## src/rtl/match_controller_pkg.sv

```systemverilog
// Shared definitions for the tank-game match sequencer: state encoding,
// player count and winner codes.
package match_controller_pkg;

    typedef enum logic [2:0] {
        IDLE      = 3'd0,
        SPAWN     = 3'd1,
        PLAY      = 3'd2,
        ROUND_END = 3'd3,
        GAME_OVER = 3'd4
    } game_state_e;

    localparam int PLAYER_COUNT = 2;

    localparam logic [1:0] WINNER_NONE = 2'b00;
    localparam logic [1:0] WINNER_P0   = 2'b01;
    localparam logic [1:0] WINNER_P1   = 2'b10;

endpackage

```

## src/rtl/match_controller_fire.sv

```systemverilog
// Per-player fire gate: issues a registered one-frame bullet spawn pulse and
// holds off further spawns with a FIRE_COOLDOWN frame down-counter.
module fire_gate #(
    parameter int FIRE_COOLDOWN = 15
) (
    input  logic frameClk,
    input  logic reset_h,
    input  logic i_enable,
    input  logic i_fire_req,
    input  logic i_tank_exists,
    input  logic i_bullet_exists,
    input  logic i_clear,
    output logic o_spawn
);

    localparam int CD_W = $clog2(FIRE_COOLDOWN + 1);

    logic [CD_W-1:0] r_cooldown;
    logic            r_spawn;
    logic            w_fire;

    assign w_fire = i_enable & i_fire_req & i_tank_exists & ~i_bullet_exists
                  & (r_cooldown == '0);

    // Cooldown only matters inside PLAY, and every entry to PLAY passes
    // through a clear, so it is allowed to run down freely elsewhere.
    always_ff @(posedge frameClk) begin
        if (reset_h || i_clear) begin
            r_cooldown <= '0;
            r_spawn    <= 1'b0;
        end else begin
            r_spawn <= w_fire;
            if (w_fire) begin
                r_cooldown <= CD_W'(FIRE_COOLDOWN);
            end else if (r_cooldown != '0) begin
                r_cooldown <= r_cooldown - CD_W'(1);
            end
        end
    end

    assign o_spawn = r_spawn;

endmodule

```

## src/rtl/match_controller.sv

```systemverilog
// Frame-rate round sequencer: spawns tanks, gates firing, turns hits into
// kills and score, runs the inter-round delay and detects game over.
module match_controller
    import match_controller_pkg::*;
#(
    parameter int WIN_SCORE     = 5,
    parameter int ROUND_DELAY   = 120,
    parameter int FIRE_COOLDOWN = 15,
    parameter int SCORE_W       = 4
) (
    input  logic               frameClk,
    input  logic               reset_h,
    input  logic               startGame,
    input  logic [1:0]         fireReq,
    input  logic [1:0]         tankHit,
    input  logic [1:0]         tankExists,
    input  logic [1:0]         bulletExists,
    output logic [1:0]         tankSpawn,
    output logic [1:0]         tankKill,
    output logic [1:0]         bulletSpawn,
    output logic               bulletKillAll,
    output logic [SCORE_W-1:0] score0,
    output logic [SCORE_W-1:0] score1,
    output logic [1:0]         winner,
    output logic               roundActive,
    output logic [2:0]         gameState
);

    localparam int                 DLY_W  = $clog2(ROUND_DELAY + 1);
    localparam logic [SCORE_W-1:0] WIN_SC = SCORE_W'(WIN_SCORE);

    game_state_e        r_state;
    logic [SCORE_W-1:0] r_score0;
    logic [SCORE_W-1:0] r_score1;
    logic [1:0]         r_winner;
    logic [DLY_W-1:0]   r_cnt;
    logic [1:0]         r_tank_spawn;
    logic [1:0]         r_tank_kill;
    logic               r_kill_all;
    logic               r_round_active;

    game_state_e        w_next_state;
    logic [SCORE_W-1:0] w_next_score0;
    logic [SCORE_W-1:0] w_next_score1;
    logic [1:0]         w_next_winner;
    logic [DLY_W-1:0]   w_next_cnt;
    logic [1:0]         w_next_kill;
    logic               w_hit_frame;
    logic               w_entering_spawn;
    logic               w_gate_enable;
    logic [1:0]         w_bullet_spawn;

    always_comb begin
        w_next_state  = r_state;
        w_next_score0 = r_score0;
        w_next_score1 = r_score1;
        w_next_winner = r_winner;
        w_next_cnt    = r_cnt;
        w_next_kill   = 2'b00;
        w_hit_frame   = 1'b0;
        case (r_state)
            IDLE, GAME_OVER: begin
                if (startGame) begin
                    w_next_score0 = '0;
                    w_next_score1 = '0;
                    w_next_winner = WINNER_NONE;
                    w_next_state  = SPAWN;
                end
            end
            SPAWN: w_next_state = PLAY;
            PLAY: begin
                // A hit wins over any fire request in the same frame.
                if (tankHit != 2'b00) begin
                    w_hit_frame = 1'b1;
                    w_next_kill = tankHit;
                    if (tankHit == 2'b01 && r_score1 < WIN_SC) begin
                        w_next_score1 = r_score1 + SCORE_W'(1);
                    end
                    if (tankHit == 2'b10 && r_score0 < WIN_SC) begin
                        w_next_score0 = r_score0 + SCORE_W'(1);
                    end
                    w_next_cnt   = DLY_W'(ROUND_DELAY - 1);
                    w_next_state = ROUND_END;
                end
            end
            ROUND_END: begin
                if (r_cnt == '0) begin
                    if (r_score0 == WIN_SC) begin
                        w_next_winner = WINNER_P0;
                        w_next_state  = GAME_OVER;
                    end else if (r_score1 == WIN_SC) begin
                        w_next_winner = WINNER_P1;
                        w_next_state  = GAME_OVER;
                    end else begin
                        w_next_state = SPAWN;
                    end
                end else begin
                    w_next_cnt = r_cnt - DLY_W'(1);
                end
            end
            default: w_next_state = IDLE;
        endcase
    end

    // SPAWN always exits to PLAY, so next==SPAWN marks exactly the entry edge.
    assign w_entering_spawn = (w_next_state == SPAWN);
    assign w_gate_enable    = (r_state == PLAY) && !w_hit_frame;

    always_ff @(posedge frameClk) begin
        if (reset_h) begin
            r_state        <= IDLE;
            r_score0       <= '0;
            r_score1       <= '0;
            r_winner       <= WINNER_NONE;
            r_cnt          <= '0;
            r_tank_spawn   <= 2'b00;
            r_tank_kill    <= 2'b00;
            r_kill_all     <= 1'b0;
            r_round_active <= 1'b0;
        end else begin
            r_state        <= w_next_state;
            r_score0       <= w_next_score0;
            r_score1       <= w_next_score1;
            r_winner       <= w_next_winner;
            r_cnt          <= w_next_cnt;
            r_tank_spawn   <= {2{w_entering_spawn}};
            r_tank_kill    <= w_next_kill;
            r_kill_all     <= w_hit_frame | w_entering_spawn;
            r_round_active <= (w_next_state == PLAY);
        end
    end

    for (genvar g = 0; g < PLAYER_COUNT; g++) begin : g_fire
        fire_gate #(
            .FIRE_COOLDOWN(FIRE_COOLDOWN)
        ) u_fire_gate (
            .frameClk       (frameClk),
            .reset_h        (reset_h),
            .i_enable       (w_gate_enable),
            .i_fire_req     (fireReq[g]),
            .i_tank_exists  (tankExists[g]),
            .i_bullet_exists(bulletExists[g]),
            .i_clear        (w_entering_spawn),
            .o_spawn        (w_bullet_spawn[g])
        );
    end

    assign tankSpawn     = r_tank_spawn;
    assign tankKill      = r_tank_kill;
    assign bulletSpawn   = w_bullet_spawn;
    assign bulletKillAll = r_kill_all;
    assign score0        = r_score0;
    assign score1        = r_score1;
    assign winner        = r_winner;
    assign roundActive   = r_round_active;
    assign gameState     = r_state;

endmodule

```

## config.mk

```make
export PLATFORM = sky130hd
export DESIGN_NAME = match_controller
export DESIGN_NICKNAME = d
export VERILOG_FILES = /design/src/rtl/match_controller_pkg.sv /design/src/rtl/match_controller_fire.sv /design/src/rtl/match_controller.sv
export SDC_FILE = /design/constraint.sdc
export NUM_CORES = 1
export LEC_CHECK = 0
export BUFFER_PORTS_ARGS = -buffer_cell sky130_fd_sc_hd__buf_2
export CELL_PAD_IN_SITES_DETAIL_PLACEMENT = 2
export CELL_PAD_IN_SITES_GLOBAL_PLACEMENT = 2
export CORE_AREA = 2 2 57 112
export DETAILED_ROUTE_END_ITERATION = 6
export DIE_AREA = 0 0 59 114
export PLACE_DENSITY = 0.8
export SLEW_MARGIN = 10
export SYNTH_ARGS = -nofsm -noshare
export SYNTH_HDL_FRONTEND = slang
export SYNTH_SLANG_ARGS = --single-unit
```

## constraint.sdc

```tcl
create_clock -name frameClk -period 2 [get_ports frameClk]
set_input_delay 0.1 -clock frameClk [delete_from_list [all_inputs] [get_ports frameClk]]
set_output_delay 0.1 -clock frameClk [all_outputs]
set_load 0.03 [all_outputs]
```

# Word level (Yosys, flattened, before mapping)
# Index checks and enable logic that the tools add are counted.
totals:
  out_inout_bits: 21
  in_bits: 11
  latchBits: 0
  mem_bits_ro: 0
  ff_bits: 35
  ram_bits: 0
  mem_count: 0
classes:
  n_eq_ne: 17
  n_reduce_logical: 23
  n_addsub: 5
  n_mul: 0
  n_bitwise: 13
  muxes: 27
  magnitude_cmp: 2
  div_mod_pow: 0
  n_shift: 0
ops:
  columns: ["cell", "count"]
  rows:
  - ["2-to-1 mux 4 bit", 9]
  - ["one-hot mux 4 bit (2 select lines)", 2]
  - ["2-to-1 mux 3 bit", 5]
  - ["2-to-1 mux 7 bit", 2]
  - ["one-hot mux 7 bit (2 select lines)", 1]
  - ["!= test 2 bit, second input constant", 6]
  - ["one-hot mux 3 bit (4 select lines)", 1]
  - ["AND reduction 4 bit", 3]
  - ["nonzero test 2 bit", 6]
  - ["equality test 3 x 2 -> 1 bit, second input constant", 3]
  - ["adder 4 x 1 -> 4 bit, second input constant", 2]
  - ["bitwise AND 1 bit", 8]
  - ["equality test 4 x 3 -> 1 bit, second input constant", 2]
  - ["zero test 4 bit", 2]
  - ["< comparator 4 x 3 -> 1 bit, second input constant", 2]
  - ["2-to-1 mux 2 bit", 4]
  - ["nonzero test 4 bit", 2]
  - ["subtractor 4 x 1 -> 4 bit, second input constant", 2]
  - ["zero test 7 bit", 1]
  - ["subtractor 7 x 1 -> 7 bit, second input constant", 1]
  - ["equality test 3 x 1 -> 1 bit, second input constant", 2]
  - ["inverter 1 bit", 4]
  - ["one-hot mux 2 bit (2 select lines)", 1]
  - ["equality test 3 bit, second input constant", 1]
  - ["12 further kinds", 15]

# Depth between registers and ports, before layout
logic_depth:
  word_depth: 10
  mapped_depth: 6
  mapped_depth_nobuf: 6

# Hierarchy
# A second synthesis with hierarchy kept.
hier_totals:
  cells_unflattened: 194
  area_unflattened_um2: 1791.7
by_module_without_submodules:
  columns: ["module", "cells_per_inst", "area_each_um2", "instances", "seq_area_each_um2"]
  rows:
  - ["match_controller", 146, 1283.7, 1, 500.5]
  - ["fire_gate", 24, 254.0, 2, 100.1]

# Worst setup path after synthesis
# Ideal clock, no wire load.
synth_timing:
  kind: "reg2reg"
  startpoint: "register r_state[1] (netlist: gameState[1])"
  endpoint: "register g_fire[1].u_fire_gate.r_spawn"
  required_time_ns: 1.937
  t_arrival_ns: 1.810
  path_buffers: 2
  path_slack_ns: 0.127
  setup_time_ns: 0.063
  stages_incl_launch_ff: 6
  cell_sequence: "dfxtp_1 > buf_4 > or3b_4 > buf_6 > or4_4 > nor2_2"
synth_via:
  elab_chain_len: 8
  word_cells_on_any_way: 19
  classes_between: "eq/ne (5); mux (5); bitwise (4); reduce/logical (5)"
synth_rtl:
  columns: ["item", "line", "text"]
  rows:
  - ["start: declaration", "match_controller.sv:32", "game_state_e r_state;"]
  - ["start signal: assignment", "match_controller.sv:121", "r_state <= w_next_state;"]
  - ["equality test 3 x 2 -> 1 bit", "match_controller.sv:61, match_controller.sv:107", null]
  - ["2-to-1 mux 1 bit", "match_controller.sv:61", "case (r_state)"]
  - ["zero test 1 bit", "match_controller.sv:107", "assign w_gate_enable = (r_state == PLAY) && !w_hit_frame;"]
  - ["logical AND 1 bit", "match_controller.sv:107", null]
  - ["bitwise AND 1 bit (3 in series)", "match_controller_fire.sv:22", "assign w_fire = i_enable & i_fire_req & i_tank_exists & ~i_bullet_exists"]
  - ["bitwise AND 1 bit", "match_controller_fire.sv:23", "& (r_cooldown == '0);"]
  - ["end signal: assignment", "match_controller_fire.sv:32", "r_spawn <= w_fire;"]
  - ["end: declaration", "match_controller_fire.sv:19", "logic r_spawn;"]
# Several ways; a longest one is shown, not always the timed one.
# A chain may end at the register's enable or synchronous reset.

# Worst setup path in the final report
layout_timing:
  startpoint: "register r_state[0] (netlist: gameState[0])"
  endpoint: "register g_fire[0].u_fire_gate.r_cooldown[0]"
layout_via:
  elab_chain_len: 9
  word_cells_on_any_way: 21
  classes_between: "eq/ne (5); mux (6); bitwise (4); reduce/logical (6)"
layout_rtl:
  columns: ["item", "line", "text"]
  rows:
  - ["equality test 3 x 2 -> 1 bit", "match_controller.sv:61, match_controller.sv:107", null]
  - ["2-to-1 mux 1 bit", "match_controller.sv:61", null]
  - ["zero test 1 bit", "match_controller.sv:107", null]
  - ["logical AND 1 bit", "match_controller.sv:107", null]
  - ["bitwise AND 1 bit (3 in series)", "match_controller_fire.sv:22", null]
  - ["bitwise AND 1 bit", "match_controller_fire.sv:23", null]
  - ["2-to-1 mux 4 bit / nonzero test 2 bit (equally long branches)", null, null]
  - ["end signal: assignment", "match_controller_fire.sv:34", "r_cooldown <= CD_W'(FIRE_COOLDOWN);"]
  - ["end signal: assignment", "match_controller_fire.sv:36", "r_cooldown <= r_cooldown - CD_W'(1);"]
  - ["end: declaration", "match_controller_fire.sv:18", "logic [CD_W-1:0] r_cooldown;"]
# Several ways; a longest one is shown, not always the timed one.

==> run_results.csv <==
group,metric,value,unit
placement,placed_cell_area,2090,sq um
power,report.power.total,2.67,mW
logic_synthesis,synthSimpleGateAreaFrac,26.1,%
finish,fill_cells,679,
routing,vias_per_cell,5.61,
logic_synthesis,ys_warn_count,0,
timing,period_minus_slack,1860,ps
hold_path,hold_path_class,"primary input to flip-flop",
logic_synthesis,synth_area,1870,sq um
clock_tree,clk_pin_slew,50,ps
logic_synthesis,synth_edf_count,0,
logic_synthesis,synth.most_common_cell,"dfxtp_1",
clock_tree,clock_sinks,35,
timing,relSlewSlack,57.9,%
timing,rsz0062_at_grt,"no",
logic_synthesis,synth-xor-area-share,1.87,%
placement,gp_congestion,0.781,
floorplanning,num_io_pins,32,
logic_synthesis,synth_top_family_by_area,"simple AND/OR/NAND/NOR gates",
logic_synthesis,yosysSeqAreaShare,37.4,%
clock_tree,cts_setup_buffers,0,
placement,post-place-ws,130,ps
worst_setup_path,arrival,2030,ps
logic_synthesis,yosysTopAreaCell,"dfxtp_1",
clock_tree,cts_buffers,5,
worst_setup_path,cp_top_family,"simple AND/OR/NAND/NOR gates",
timing,layout_setup_ws,139,ps
timing,maxSlewViolCount,0,
timing,fin_crit_sh,93.1,%
finish,num_antenna_cells,0,
power,p_leak,0.899,nW
floorplanning,die_area,6730,sq um
worst_setup_path,worst-setup-path-type,"flip-flop to flip-flop",
global_route,use_met2,32.1,%
logic_synthesis,synth_top_area_share,37.4,%
logic_synthesis,avgSynthCellArea,9.04,sq um
placement,dpl.hpwl,4190,um
routing,drc,0,
placement,port_buffers,31,
timing,fin_tns_setup,0,ps
worst_setup_path,cp_slowest_cell,"dfxtp_1",
logic_synthesis,synth_mux_area_share,0,%
finish,drive_gt1_share,23.1,%
finish,layout.cells.non_filler,305,
global_route,met1_usage,21.8,%
floorplanning,row_count,40,
worst_setup_path,worstPathMaxFanout,10,
global_route,overflow,0,
floorplanning,die_w,59,um
timing,tightest_slew,629,ps
worst_setup_path,path_cells,"nor3b_1 -> nor2_1 -> o31ai_4 -> buf_4 -> a211oi_1",
clock_tree,ctsHoldBuffers,0,
clock_tree,cts_resized,0,
timing,hold_ws,136,ps
flow_run,drv_cap,0,
logic_synthesis,ys.flop_type,"dfxtp_1",
logic_synthesis,synthTopCellsByArea,"dfxtp_1, ha_1, nor3b_1",
hold_path,holdCritStartpoint,"tankHit[1]",
global_route,busiest_layer,"met2",
timing,setup_viol,0,
routing,route.antenna.remaining_nets,0,
worst_setup_path,reg2reg_to,"g_fire[0].u_fire_gate.r_cooldown[0]$_SDFFE_PP0P_",
finish,synthToLayoutAreaGrowth,20.1,%
hold_path,hold_end,"tankKill[1]$_SDFF_PP0_",
placement,dp_cells,297,
floorplanning,initial_core_util,31.7,%
worst_setup_path,startpoint_type,"flip-flop",
worst_setup_path,critPathMaxStageDelay,510,ps
logic_synthesis,synth_compound_area_share,21.7,%
clock_tree,clockBufferDepth,2,
worst_setup_path,worstRegToRegCells,5,
finish,fin_nets,262,
worst_setup_path,regToRegSetupSlack,140,ps
timing,hold_viol_final,0,
global_route,grt_pass1_wl,9410,um
logic_synthesis,ys_types,48,
status,status,"complete, no violations",
routing,vias,1712,
global_route,grt_util_met3,1.81,%
worst_setup_path,rr_startpoint,"gameState[0]$_SDFF_PP0_",
routing,drt_iter0_markers,51,
finish,final_core_util,38.1,%
finish,final_area,2250,sq um
worst_setup_path,endpoint_kind,"flip-flop",
clock_tree,cts-root-buf,"clkbuf_16",
floorplanning,core,5910,sq um
timing,fmax,0.537,GHz
routing,wirelength,5580,um
power,p_per_area,1190,nW/um^2
logic_synthesis,syn_inst,207,
hold_path,holdPathStages,2,
logic_synthesis,ys_seq_elements,35,
clock_tree,cts_max_level,2,
clock_tree,cts_tree,"built",
timing,worst_clock_skew,7.28,ps
power,vdd_drop_max,0.516,mV
clock_tree,insertion_delay,280,ps
floorplanning,fp.dieH,114,um
global_route,grt_pass1_vias,1916,
routing,dr.pass1.iters,4,
logic_synthesis,synthAdderAreaFrac,6.68,%
global_route,grt_max_degree,21,
logic_synthesis,synthesis.nets,228,
global_route,antenna_found_initial,0,
worst_setup_path,cp.required,2170,ps
worst_setup_path,crit_buf_inv,1,
logic_synthesis,synthTopCellsByCount,"dfxtp_1, inv_1, nand2_1, nor2_1, nor3b_1",
logic_synthesis,async_flop_share,0,%
global_route,track_usage,18.2,%
routing,wl_per_cell,18.3,um
worst reg2reg max path, cell delays in order (launching register included):
cell	delay, ps
dfxtp_1	510
nor3b_1	140
nor2_1	510
o31ai_4	150
buf_4	210
a211oi_1	240
sequential cells by signal (all words and copies together) (netlist names), 2 cells and up:
| name | cells |
|---|---|
| g_fire.u_fire_gate.o_spawn | 2 |
| g_fire.u_fire_gate.r_cooldown | 8 |
| gameState | 3 |
| r_cnt | 7 |
| score0 | 4 |
| score1 | 4 |
| tankKill | 2 |
| winner | 2 |
final cells by class:
class / instances / area (sq um) / area share [%]
clock buffer: 8 / 156 / 6.96
inverter: 13 / 48.8 / 2.17
multi-input combinational: 148 / 1060 / 47.0
sequential: 35 / 701 / 31.2
tap: 63 / 78.8 / 3.51
timing repair buffer: 38 / 208 / 9.24
cell usage in the layout, fill, tap and decap left out, types with 4 or more instances in the layout:
cell type,instances
nand3_1,5
nor4_1,5
a31oi_1,5
nor3b_1,11
ha_1,10
nand2b_1,4
a211oi_1,8
nor2_1,13
buf_4,7
nor3_1,8
buf_2,31
nand2_1,13
o41ai_1,4
a21oi_1,6
inv_1,13
dfxtp_1,35
nand3b_1,4
o311ai_0,6
or3_1,4
o31ai_1,4
clkbuf_16,5
how the worst max path moves through the flow:
stage                                                                  end                     from  cells past startpoint  slack (ps)
final                     g_fire[0].u_fire_gate.r_cooldown[0]$_SDFFE_PP0P_  gameState[0]$_SDFF_PP0_                      5         140
after floorplan                   g_fire[1].u_fire_gate.o_spawn$_SDFF_PP0_  gameState[1]$_SDFF_PP0_                      5         130
after global routing                                score0[1]$_SDFFE_PP0P_  gameState[2]$_SDFF_PP0_                      4           6
after CTS                 g_fire[0].u_fire_gate.r_cooldown[0]$_SDFFE_PP0P_  gameState[0]$_SDFF_PP0_                      5         110
after detailed placement  g_fire[0].u_fire_gate.r_cooldown[0]$_SDFFE_PP0P_  gameState[0]$_SDFF_PP0_                      5         130
after global placement                              score0[2]$_SDFFE_PP0P_  gameState[2]$_SDFF_PP0_                      4         270
cells by family after synthesis:
kind of cell,Yosys count
flops,35
compound gates,50
fa+ha+maj,10
simple gates,84
buf+inv,24
xor+xnor,4
per-layer routing:
metal | vias up | wire [um]
li1 | 836 | -
met1 | 836 | 2380
met2 | 36 | 2940
met3 | 4 | 173
met4 | 0 | 78
met5 | - | 0
power by group:
| group | switching (mW) | leakage (nW) | internal, mW |
|---|---|---|---|
| Sequential | 0.122 | 0.285 | 0.809 |
| Combinational | 0.538 | 0.537 | 0.377 |
| Clock | 0.292 | 0.0772 | 0.530 |
| Total | 0.952 | 0.899 | 1.72 |
Power figures use the tool's default switching activity.
